===== config.mk =====
export PLATFORM = sky130hd
export DESIGN_NAME = mem_port_arbiter
export DESIGN_NICKNAME = d
export VERILOG_FILES = /design/src/rtl/mem_port_arbiter.sv
export SDC_FILE = /design/constraint.sdc
export NUM_CORES = 1
export LEC_CHECK = 0
export CORE_UTILIZATION = 34
export CTS_CLUSTER_DIAMETER = 100
export CTS_CLUSTER_SIZE = 14
export DETAILED_ROUTE_END_ITERATION = 6
export PLACE_DENSITY = 0.71
export SYNTH_ARGS = -nofsm -noshare
export SYNTH_HDL_FRONTEND = slang
export SYNTH_SLANG_ARGS = --single-unit

===== constraint.sdc =====
create_clock -name clk -period 2 [get_ports clk]
set_input_delay 0.2 -clock clk [delete_from_list [all_inputs] [get_ports clk]]
set_output_delay 0.2 -clock clk [all_outputs]
set_load 0.005 [all_outputs]

===== src/rtl/mem_port_arbiter.sv =====
// mem_port_arbiter: fetch (two 32-bit beats) and data ports onto one 32-bit SRAM with fixed read latency
module mem_port_arbiter #(
  parameter int LATENCY = 1
) (
  input  logic        clk,
  input  logic        rst,
  input  logic [28:0] IN_iAddr,
  input  logic        IN_iCe,
  output logic        OUT_iBusy,
  output logic [63:0] OUT_instr,
  output logic        OUT_instrValid,
  input  logic        IN_flush,
  input  logic [29:0] IN_dAddr,
  input  logic [31:0] IN_dWData,
  input  logic        IN_dWe,
  input  logic        IN_dCe,
  input  logic [3:0]  IN_dWm,
  output logic        OUT_dBusy,
  output logic [31:0] OUT_dRData,
  output logic        OUT_dValid,
  output logic [29:0] OUT_sAddr,
  output logic [31:0] OUT_sWData,
  output logic        OUT_sCe,
  output logic        OUT_sWe,
  output logic [3:0]  OUT_sWm,
  input  logic [31:0] IN_sRData
);
  typedef enum logic {IDLE, FETCH_HI} state_e;
  localparam logic [1:0] K_ILO = 2'd0;
  localparam logic [1:0] K_IHI = 2'd1;
  localparam logic [1:0] K_D = 2'd2;
  state_e state_q, state_d;
  logic [29:0] s_addr_q, s_addr_d;
  logic [31:0] s_wdata_q, s_wdata_d;
  logic s_ce_q, s_ce_d, s_we_q, s_we_d;
  logic [3:0] s_wm_q, s_wm_d;
  logic [28:0] hi_addr_q, hi_addr_d;
  logic [31:0] lo_q, lo_d;
  logic [LATENCY:0] vld_q, vld_d;
  logic [LATENCY:0][1:0] kind_q, kind_d;
  logic d_req, d_wr, i_req, d_acc, i_acc, hi_acc, rsp_lo, rsp_hi, rsp_d;
  always_comb begin
    d_req = !IN_dCe || !IN_dWe;
    d_wr = !IN_dWe;
    i_req = !IN_iCe;
    hi_acc = state_q == FETCH_HI && !IN_flush;
    d_acc = d_req && (state_q == IDLE || IN_flush);
    i_acc = state_q == IDLE && !d_req && i_req && !IN_flush;
    state_d = i_acc ? FETCH_HI : IDLE;
    hi_addr_d = i_acc ? IN_iAddr : hi_addr_q;
    s_ce_d = !(d_acc || i_acc || hi_acc);
    s_we_d = !(d_acc && d_wr);
    s_addr_d = d_acc ? IN_dAddr : i_acc ? {IN_iAddr, 1'b0} : hi_acc ? {hi_addr_q, 1'b1} : s_addr_q;
    s_wdata_d = d_acc ? IN_dWData : s_wdata_q;
    s_wm_d = d_acc ? IN_dWm : s_wm_q;
    vld_d[0] = (d_acc && !d_wr) || i_acc || hi_acc;
    kind_d[0] = d_acc ? K_D : i_acc ? K_ILO : K_IHI;
    for (int k = 1; k <= LATENCY; k++) begin
      vld_d[k] = vld_q[k-1] && !(IN_flush && kind_q[k-1] != K_D);
      kind_d[k] = kind_q[k-1];
    end
    // the entry at the tail lines up with IN_sRData; a flush also kills a fetch beat arriving now
    rsp_d = vld_q[LATENCY] && kind_q[LATENCY] == K_D;
    rsp_lo = vld_q[LATENCY] && kind_q[LATENCY] == K_ILO && !IN_flush;
    rsp_hi = vld_q[LATENCY] && kind_q[LATENCY] == K_IHI && !IN_flush;
    lo_d = rsp_lo ? IN_sRData : lo_q;
  end
  always_ff @(posedge clk) begin
    if (rst) begin
      state_q <= IDLE;
      s_addr_q <= '0;
      s_wdata_q <= '0;
      s_ce_q <= 1'b1;
      s_we_q <= 1'b1;
      s_wm_q <= '0;
      hi_addr_q <= '0;
      lo_q <= '0;
      vld_q <= '0;
      kind_q <= '0;
    end else begin
      state_q <= state_d;
      s_addr_q <= s_addr_d;
      s_wdata_q <= s_wdata_d;
      s_ce_q <= s_ce_d;
      s_we_q <= s_we_d;
      s_wm_q <= s_wm_d;
      hi_addr_q <= hi_addr_d;
      lo_q <= lo_d;
      vld_q <= vld_d;
      kind_q <= kind_d;
    end
  end
  assign OUT_iBusy = i_req && !i_acc;
  assign OUT_dBusy = d_req && !d_acc;
  assign OUT_sAddr = s_addr_q;
  assign OUT_sWData = s_wdata_q;
  assign OUT_sCe = s_ce_q;
  assign OUT_sWe = s_we_q;
  assign OUT_sWm = s_wm_q;
  assign OUT_instrValid = rsp_hi;
  assign OUT_instr = rsp_hi ? {IN_sRData, lo_q} : 64'd0;
  assign OUT_dValid = rsp_d;
  assign OUT_dRData = rsp_d ? IN_sRData : 32'd0;
endmodule

-- After elaboration in Yosys (flattened, before gate mapping)
Index checks and enable logic that the tools add are counted.
W data, S select, Z words.
- logic and storage cells: 59
- output and inout bits: 168
- bits in registers: 136
- equal/unequal tests: 3
- muxes and demuxes: 8
- bitwise logic cells: 1
- reduce and logical (&&, ||, !) cells: 35
- operators by type and width (cell ; number):
    $mux W30 ; 3
    $mux W64 ; 1
    $mux W32 ; 1
    $logic_and A1 B1 Y1 ; 16
    $logic_not A1 Y1 ; 10
    $logic_or A1 B1 Y1 ; 6
    $reduce_bool A3 Y1 ; 1
    $eq A2 B1 Y1 const B ; 1
    $eq A2 B2 Y1 const B ; 1
    $logic_not A2 Y1 ; 1
    $mux W1 ; 2
    $mux W2 ; 1
    $ne A2 B2 Y1 const B ; 1
    $reduce_or A2 Y1 ; 1
    $not A1 Y1 ; 1

-- Logic depth before layout (Yosys ltp)
Gate-level depths: netlist of the first run.
- word-level depth: 9
- mapped depth: 6
- depth with buffers taken out: 4

-- Least setup slack after synthesis of the first run
No wires, ideal clock.
- path type: register -> register
- start: reg state_q
- end: reg s_addr_q[18], in the netlist OUT_sAddr[18]
- setup slack: 0.527 ns
- arrival time: 1.347 ns
- cell stages (with the launch flop): 5
- path through: dfxtp_1 -> nor4_4 -> buf_6 -> mux2i_1 -> o211ai_2
- longest elaborated chain between the ends: 6
- elaborated cells between the ends (all ways): 10
- those cells by class: 2 x mux; 1 x bitwise; 7 x reduce/logical
- ends and longest elaborated chain (what ; RTL line ; text):
    from (decl) ; 32 ; state_e state_q, state_d;
    from (signal assigned) ; 81 ; state_q <= state_d;
    $not A1 Y1 ; 47, 48 ;
    $logic_and A1 B1 Y1 (3 in a row) ; 48 ; i_acc = state_q == IDLE && !d_req && i_req && !IN_flush;
    $mux W30 (2 in a row) ; 53 ; s_addr_d = d_acc ? IN_dAddr : i_acc ? {IN_iAddr, 1'b0} : hi_acc ? {hi_addr_q, 1'b1} : s_addr_q;
    to (signal assigned) ; 82 ; s_addr_q <= s_addr_d;
    to (decl) ; 33 ; logic [29:0] s_addr_q, s_addr_d;
Several ways; a longest one is shown, not always the timed one.
A chain may end at the register's enable or synchronous reset.

-- Worst setup path after layout of the first run
- start: reg kind_q[3] (netlist bit)
- end: out OUT_dRData[13]
- longest elaborated chain between the ends: 3
- ends and longest elaborated chain (what ; RTL line ; text):
    from (decl) ; 40 ; logic [LATENCY:0][1:0] kind_q, kind_d;
    from (signal assigned) ; 90 ; kind_q <= kind_d;
    $eq A2 B2 Y1 ; 63 ; rsp_d = vld_q[LATENCY] && kind_q[LATENCY] == K_D;
    $logic_and A1 B1 Y1 ; 63 ;
    $mux W32 ; 103 ; assign OUT_dRData = rsp_d ? IN_sRData : 32'd0;
    to (decl) ; 19 ; output logic [31:0] OUT_dRData,
Every way passes these cells.

==> results of run 1 <==
## sequential cells by signal (all words and copies together), names as in the netlist, 2 cells and up
name	flops
OUT_sWData	32
vld_q	2
OUT_sWm	4
lo_q	32
kind_d	2
hi_addr_q	29
kind_q	2
OUT_sAddr	30
## repair_timing
action,4_1_cts,5_1_grt
gates cloned,3,2
pin swaps,2,2
buffers inserted,10,5
resized for setup,136,77
endpoints found under the setup margin,97,39
## metal layers
| layer | part of all wire | up-vias | global-route usage | routed length, µm |
|---|---|---|---|---|
| met4 | 0.025 | 0 | 0.0891 | 471 |
| met3 | 0.064 | 31 | 0.0654 | 1200 |
| li1 | - | 2820 | - | - |
| met5 | 0 | - | 0 | 0 |
| met1 | 0.41 | 2568 | 0.243 | 7790 |
| met2 | 0.50 | 194 | 0.369 | 9320 |
## logic make-up after synthesis
logic type	synth area share
AOI/OAI and AO/OA	0.113
buffers and inverters	0.0431
DFF	0.474
muxes	0.0505
and+or+nand+nor	0.319
## cells in the mapped netlist (all sizes together)
library cell	instances	area, µm²
nor4b	1	15.0
nand2b	3	18.8
or3b	1	8.76
nand3b	59	443
and2	96	601
or2	1	6.26
o21ai	2	10.0
clkbuf	42	158
nor4	1	21.3
o211ai	29	268
buf	11	82.6
a21oi	74	374
inv	2	7.51
nor2b	4	32.5
and3b	2	17.5
dfxtp	136	2720
or3	2	12.5
and3	1	6.26
nand2	138	521
nor2	33	124
nor3	1	5.00
mux2i	29	290
## cells in the final DEF (no fill, tap or decap), drive strengths merged, types with 2 or more instances in the layout
cell,Yosys,layout
a21oi,74,74
and2,96,96
and3b,2,2
buf,11,38
bufinv,0,3
clkbuf,42,52
clkdlybuf4s15,0,26
clkdlybuf4s50,0,202
clkinv,0,6
clkinvlp,0,3
dfxtp,136,136
dlygate4sd2,0,36
inv,2,3
mux2i,29,29
nand2,138,138
nand2b,3,3
nand3b,59,59
nor2,33,33
nor2b,4,4
o211ai,29,29
o21ai,2,2
or3,2,2
## how the worst max path moves through the flow
stage | start | to | depth (start not counted)
after global routing | kind_q[3]$_SDFF_PP0_ | OUT_dRData[13] | 6
after floorplan | state_q$_SDFF_PP0_ | OUT_sAddr[18]$_SDFFE_PP0P_ | 4
after global placement | IN_flush | OUT_instr[62] | 6
after CTS | kind_q[3]$_SDFF_PP0_ | OUT_dRData[20] | 5
final | kind_q[3]$_SDFF_PP0_ | OUT_dRData[13] | 6
after detailed placement | IN_flush | OUT_instr[62] | 6
## layout make-up
| class | instances | area, µm² | share of cell area |
|---|---|---|---|
| sequential | 136 | 2730 | 0.281 |
| timing repair buffer | 337 | 3280 | 0.338 |
| inverter | 2 | 7.51 | 0.000775 |
| clock buffer | 18 | 429 | 0.0443 |
| multi-input combinational | 477 | 2820 | 0.291 |
| clock inverter | 13 | 155 | 0.0160 |
| tap | 220 | 275 | 0.0284 |
## where the power goes
group,leakage (µW),switching [µW],internal (µW)
Combinational,0.00252,328,519
Sequential,0.00112,54.7,2830
Clock,0.000282,1180,1940
Total,0.00392,1560,5290
## critical path, stage by stage, from the launching register on
cell and delay (ps):
dfxtp_2 320, buf_4 140, and3b_2 230, buf_4 160, clkbuf_16 140, and2_1 140
dlygate4sd2_1 260
## metrics by stage
stage	setup WS, ps	instances	power, µW	hold WS [ps]	TNS, ps
2_1_floorplan	527	668	3210	304	0
3_3_place_gp	-138	1153	3780	415	-6130
3_5_place_dp	-128	1153	3780	421	-5930
4_1_cts	-94.4	1197	6920	93.5	-94.4
5_1_grt	-69.5	1203	7110	109	-385
6_report	0.659	1203	6850	108	0
==> flow_summary.ini, run 1 <==
[run_status]
status = completed

[floorplan]
core_um2 = 16500
die_w_um = 132
start_util = 0.348
die_h_um = 132
io_pins = 301
fp-row-count = 47
dieArea_um2 = 17400

[run]
drv_cap = 0

[final_layout]
design_area_um2 = 9680
drive_gt1_frac = 0.132
num_antenna_cells = 0
fillers = 1509
area_growth_pct = 68.6
post-route-util = 0.586
nNetsFinal = 1104

[timing]
slew_headroom = 0.666
setup_viol = 0
hold_viol = 0
fin_crit_ps = 2000
rsz0062_at_grt = true
fin_crit_sh = 1.00
skew_ps = 5.82
clock.fmax_mhz = 500
slew_violations = 0
tightest_slew_ps = 501

[global_routing]
grt_max_degree = 67
grt_pass1_wl_mm = 29.3
overflow = 0
antenna_found_initial = 0
grt_pass1_vias = 5485
grt_usage = 0.214

[setup_path]
r2r_slack_ps = 370
worstPathArrival_ps = 1800
cp_max_fo = 5
crit_path_end_kind = output port
critPathKind = flip-flop to output port
r2r_start = state_q$_SDFF_PP0_
cp.required_ps = 1800
start_kind = flip-flop
r2r_cells = 5
rr_endpoint = OUT_sAddr[29]$_SDFFE_PP0P_

[route]
drt-total-wl_mm = 18.8
post_drt_wl_per_cell_um = 15.6
dr.first_iter.drc_count = 210
ant_nets = 0
via_per_inst = 4.67
drc = 0
drt_pass1_iterations = 4
num_vias = 5613

[power_and_ir_drop]
p_leak_uw = 0.00392
p_per_area_nw_per_um2 = 708
ir_worst_vdd_uv = 504

[clock_tree]
cts_tree = yes
clkLatencyLatePin_ps = 420
cts_num_sinks = 136
cts_buffers = 17
cts_hold_buf = 0
clockBufferDepth = 2
path_clk_slew_ps = 60
cts_root_buffer = clkbuf_16
cts_max_level = 4

[yosys]
synthDistinctLibCells = 28
synthesis.area_um2 = 5740
synthCells = 668
avgSynthCellArea_um2 = 8.60
synth-seq-cells = 136
syn-num-nets = 801
seq_area_frac_synth = 0.474
yosys_warnings = 0

[placement]
port_buffers = 300
place.gp.congestion = 0.765
post_dp_cell_area_um2 = 9020
place_hpwl_mm = 12.4

[worst_hold_path]
min_to = OUT_sWData[10]$_SDFFE_PP0N_
whs_path_depth = 2
hold_class = primary input to flip-flop
worstHoldStart = rst
No activity file was read; power rests on OpenSTA's default activity.
==> run 2, diff against run 1 <==
- CORE_UTILIZATION: 34 -> 40
- PLACE_DENSITY: 0.71 -> 0.81
==> flow_summary.ini, run 2 (synthesis gave the netlist of run 1 again) <==
[run_status]
status = completed

[floorplan]
fp-row-count = 43
start_util = 0.412
io_pins = 301
dieArea_um2 = 14800
core_um2 = 13900
die_h_um = 122
die_w_um = 122

[clock_tree]
clockBufferDepth = 2
cts_hold_buf = 0
clkLatencyLatePin_ps = 410
cts_num_sinks = 136
cts_buffers = 17
cts_root_buffer = clkbuf_16
path_clk_slew_ps = 50
cts_max_level = 4
cts_tree = yes

[setup_path]
crit_buf_inv = 3
worstPathArrival_ps = 1750
cp_slowest_stage_delay_ps = 350
cp_max_fo = 8
worstSetupStartpoint = kind_q[3]$_SDFF_PP0_
r2r_cells = 6
cp.depth = 5
critPathKind = flip-flop to output port
crit_path_end_kind = output port
cp.required_ps = 1800
cp_top_family = buffers and inverters
r2r_slack_ps = 390
critPathSlowestCell = dfxtp_4
start_kind = flip-flop
cp_cell_sequence = and3b_2 > buf_6 > buf_16 > and2_1 > dlygate4sd2_1
r2r_start = state_q$_SDFF_PP0_
rr_endpoint = OUT_sAddr[23]$_SDFFE_PP0P_
crit_path_end = OUT_dRData[10]

[timing]
clock.fmax_mhz = 513
fin_crit_ps = 1950
setup_viol = 0
slew_violations = 0
fin_hold_ws_ps = 295
hold_viol = 0
fin_crit_sh = 0.975
tightest_slew_ps = 618
skew_ps = 3.23
slew_headroom = 0.588
worst_slack_ps = 49.2

[global_routing]
grt_pass1_vias = 5449
antenna_found_initial = 0
grt_usage = 0.254
grt_max_degree = 96
grt_pass1_wl_mm = 28.6
overflow = 0

[worst_hold_path]
whs_path_depth = 3
hold_class = primary input to flip-flop

[placement]
port_buffers = 300
place_hpwl_mm = 12.4
place.gp.congestion = 0.821
placed_cells = 1119
place_ws_ps = -120

[route]
drt_pass1_iterations = 4
num_vias = 5709
ant_nets = 0
drt-total-wl_mm = 18.9
post_drt_wl_per_cell_um = 16.2
drc = 0
via_per_inst = 4.88
dr.first_iter.drc_count = 310

[final_layout]
fillers = 1139
num_antenna_cells = 0
area_growth_pct = 71.0
register_area_um2 = 2730
post-route-util = 0.705
final_cell_mix = clkdlybuf4s50_1 (200), nand2_1 (137), dfxtp_1 (133)
mostFrequentLayoutCell = clkdlybuf4s50_1
nNetsFinal = 1110
fin_cells = 1169
drive_gt1_frac = 0.104
multi_input_area_um2 = 2810

[power_and_ir_drop]
power_uw = 6840
p_leak_uw = 0.00410
ir_worst_vdd_uv = 514
p_per_area_nw_per_um2 = 696

[run]
drv_cap = 0
## run 2: worst min path at each step
stage,start,end
4_1_cts,rst,kind_q[3]$_SDFF_PP0_
2_1_floorplan,IN_dWe,OUT_sWe$_SDFF_PP1_
6_report,rst,kind_q[3]$_SDFF_PP0_
5_1_grt,rst,hi_addr_q[23]$_SDFFE_PP0P_
3_3_place_gp,kind_d[3]$_SDFF_PP0_,kind_q[3]$_SDFF_PP0_
3_5_place_dp,kind_d[3]$_SDFF_PP0_,kind_q[3]$_SDFF_PP0_
## run 2: worst min-delay path, delay by kind of cell
kind | cells | cell delay, ps
buf+inv | 2 | 350
simple gates | 1 | 110
## run 2: metal layers
layer  track usage  part of all wire  vias up
li1              -                 -     2827
met1         0.278              0.39     2620
met2         0.443              0.50      218
met3        0.0730             0.077       44
met4         0.130             0.035        0
met5             0                 0        -
## run 2: power by group
group          internal [µW]  switching [µW]
clock                   1950            1130
combinational            532             338
sequential              2830            55.4
## run 2: final cells by class
class | instances | area share
inverters | 2 | 0.000764
flip-flops and latches | 136 | 0.278
clock buffers | 23 | 0.0497
multi-input cells | 477 | 0.286
well taps | 180 | 0.0229
repair buffers | 343 | 0.353
clock inverters | 8 | 0.00968
## run 2: repair_timing
action / 4_1_cts / 5_1_grt
setup endpoints to repair: 98 / 55
hold endpoints to repair: 0 / 0
gates resized for setup: 117 / 29
pin swaps: 4 / 2
setup buffers: 11 / 3
gates cloned: 6 / 0
## run 2: per-stage QoR
| step | cell area (µm²) | TNS [ps] |
|---|---|---|
| after global placement | 9030 | -4590 |
| after detailed placement | 9030 | -4760 |
| after global routing | 9820 | -0.934 |
| after CTS | 9810 | -289 |
| final | 9820 | 0 |
| after floorplan | 5740 | 0 |
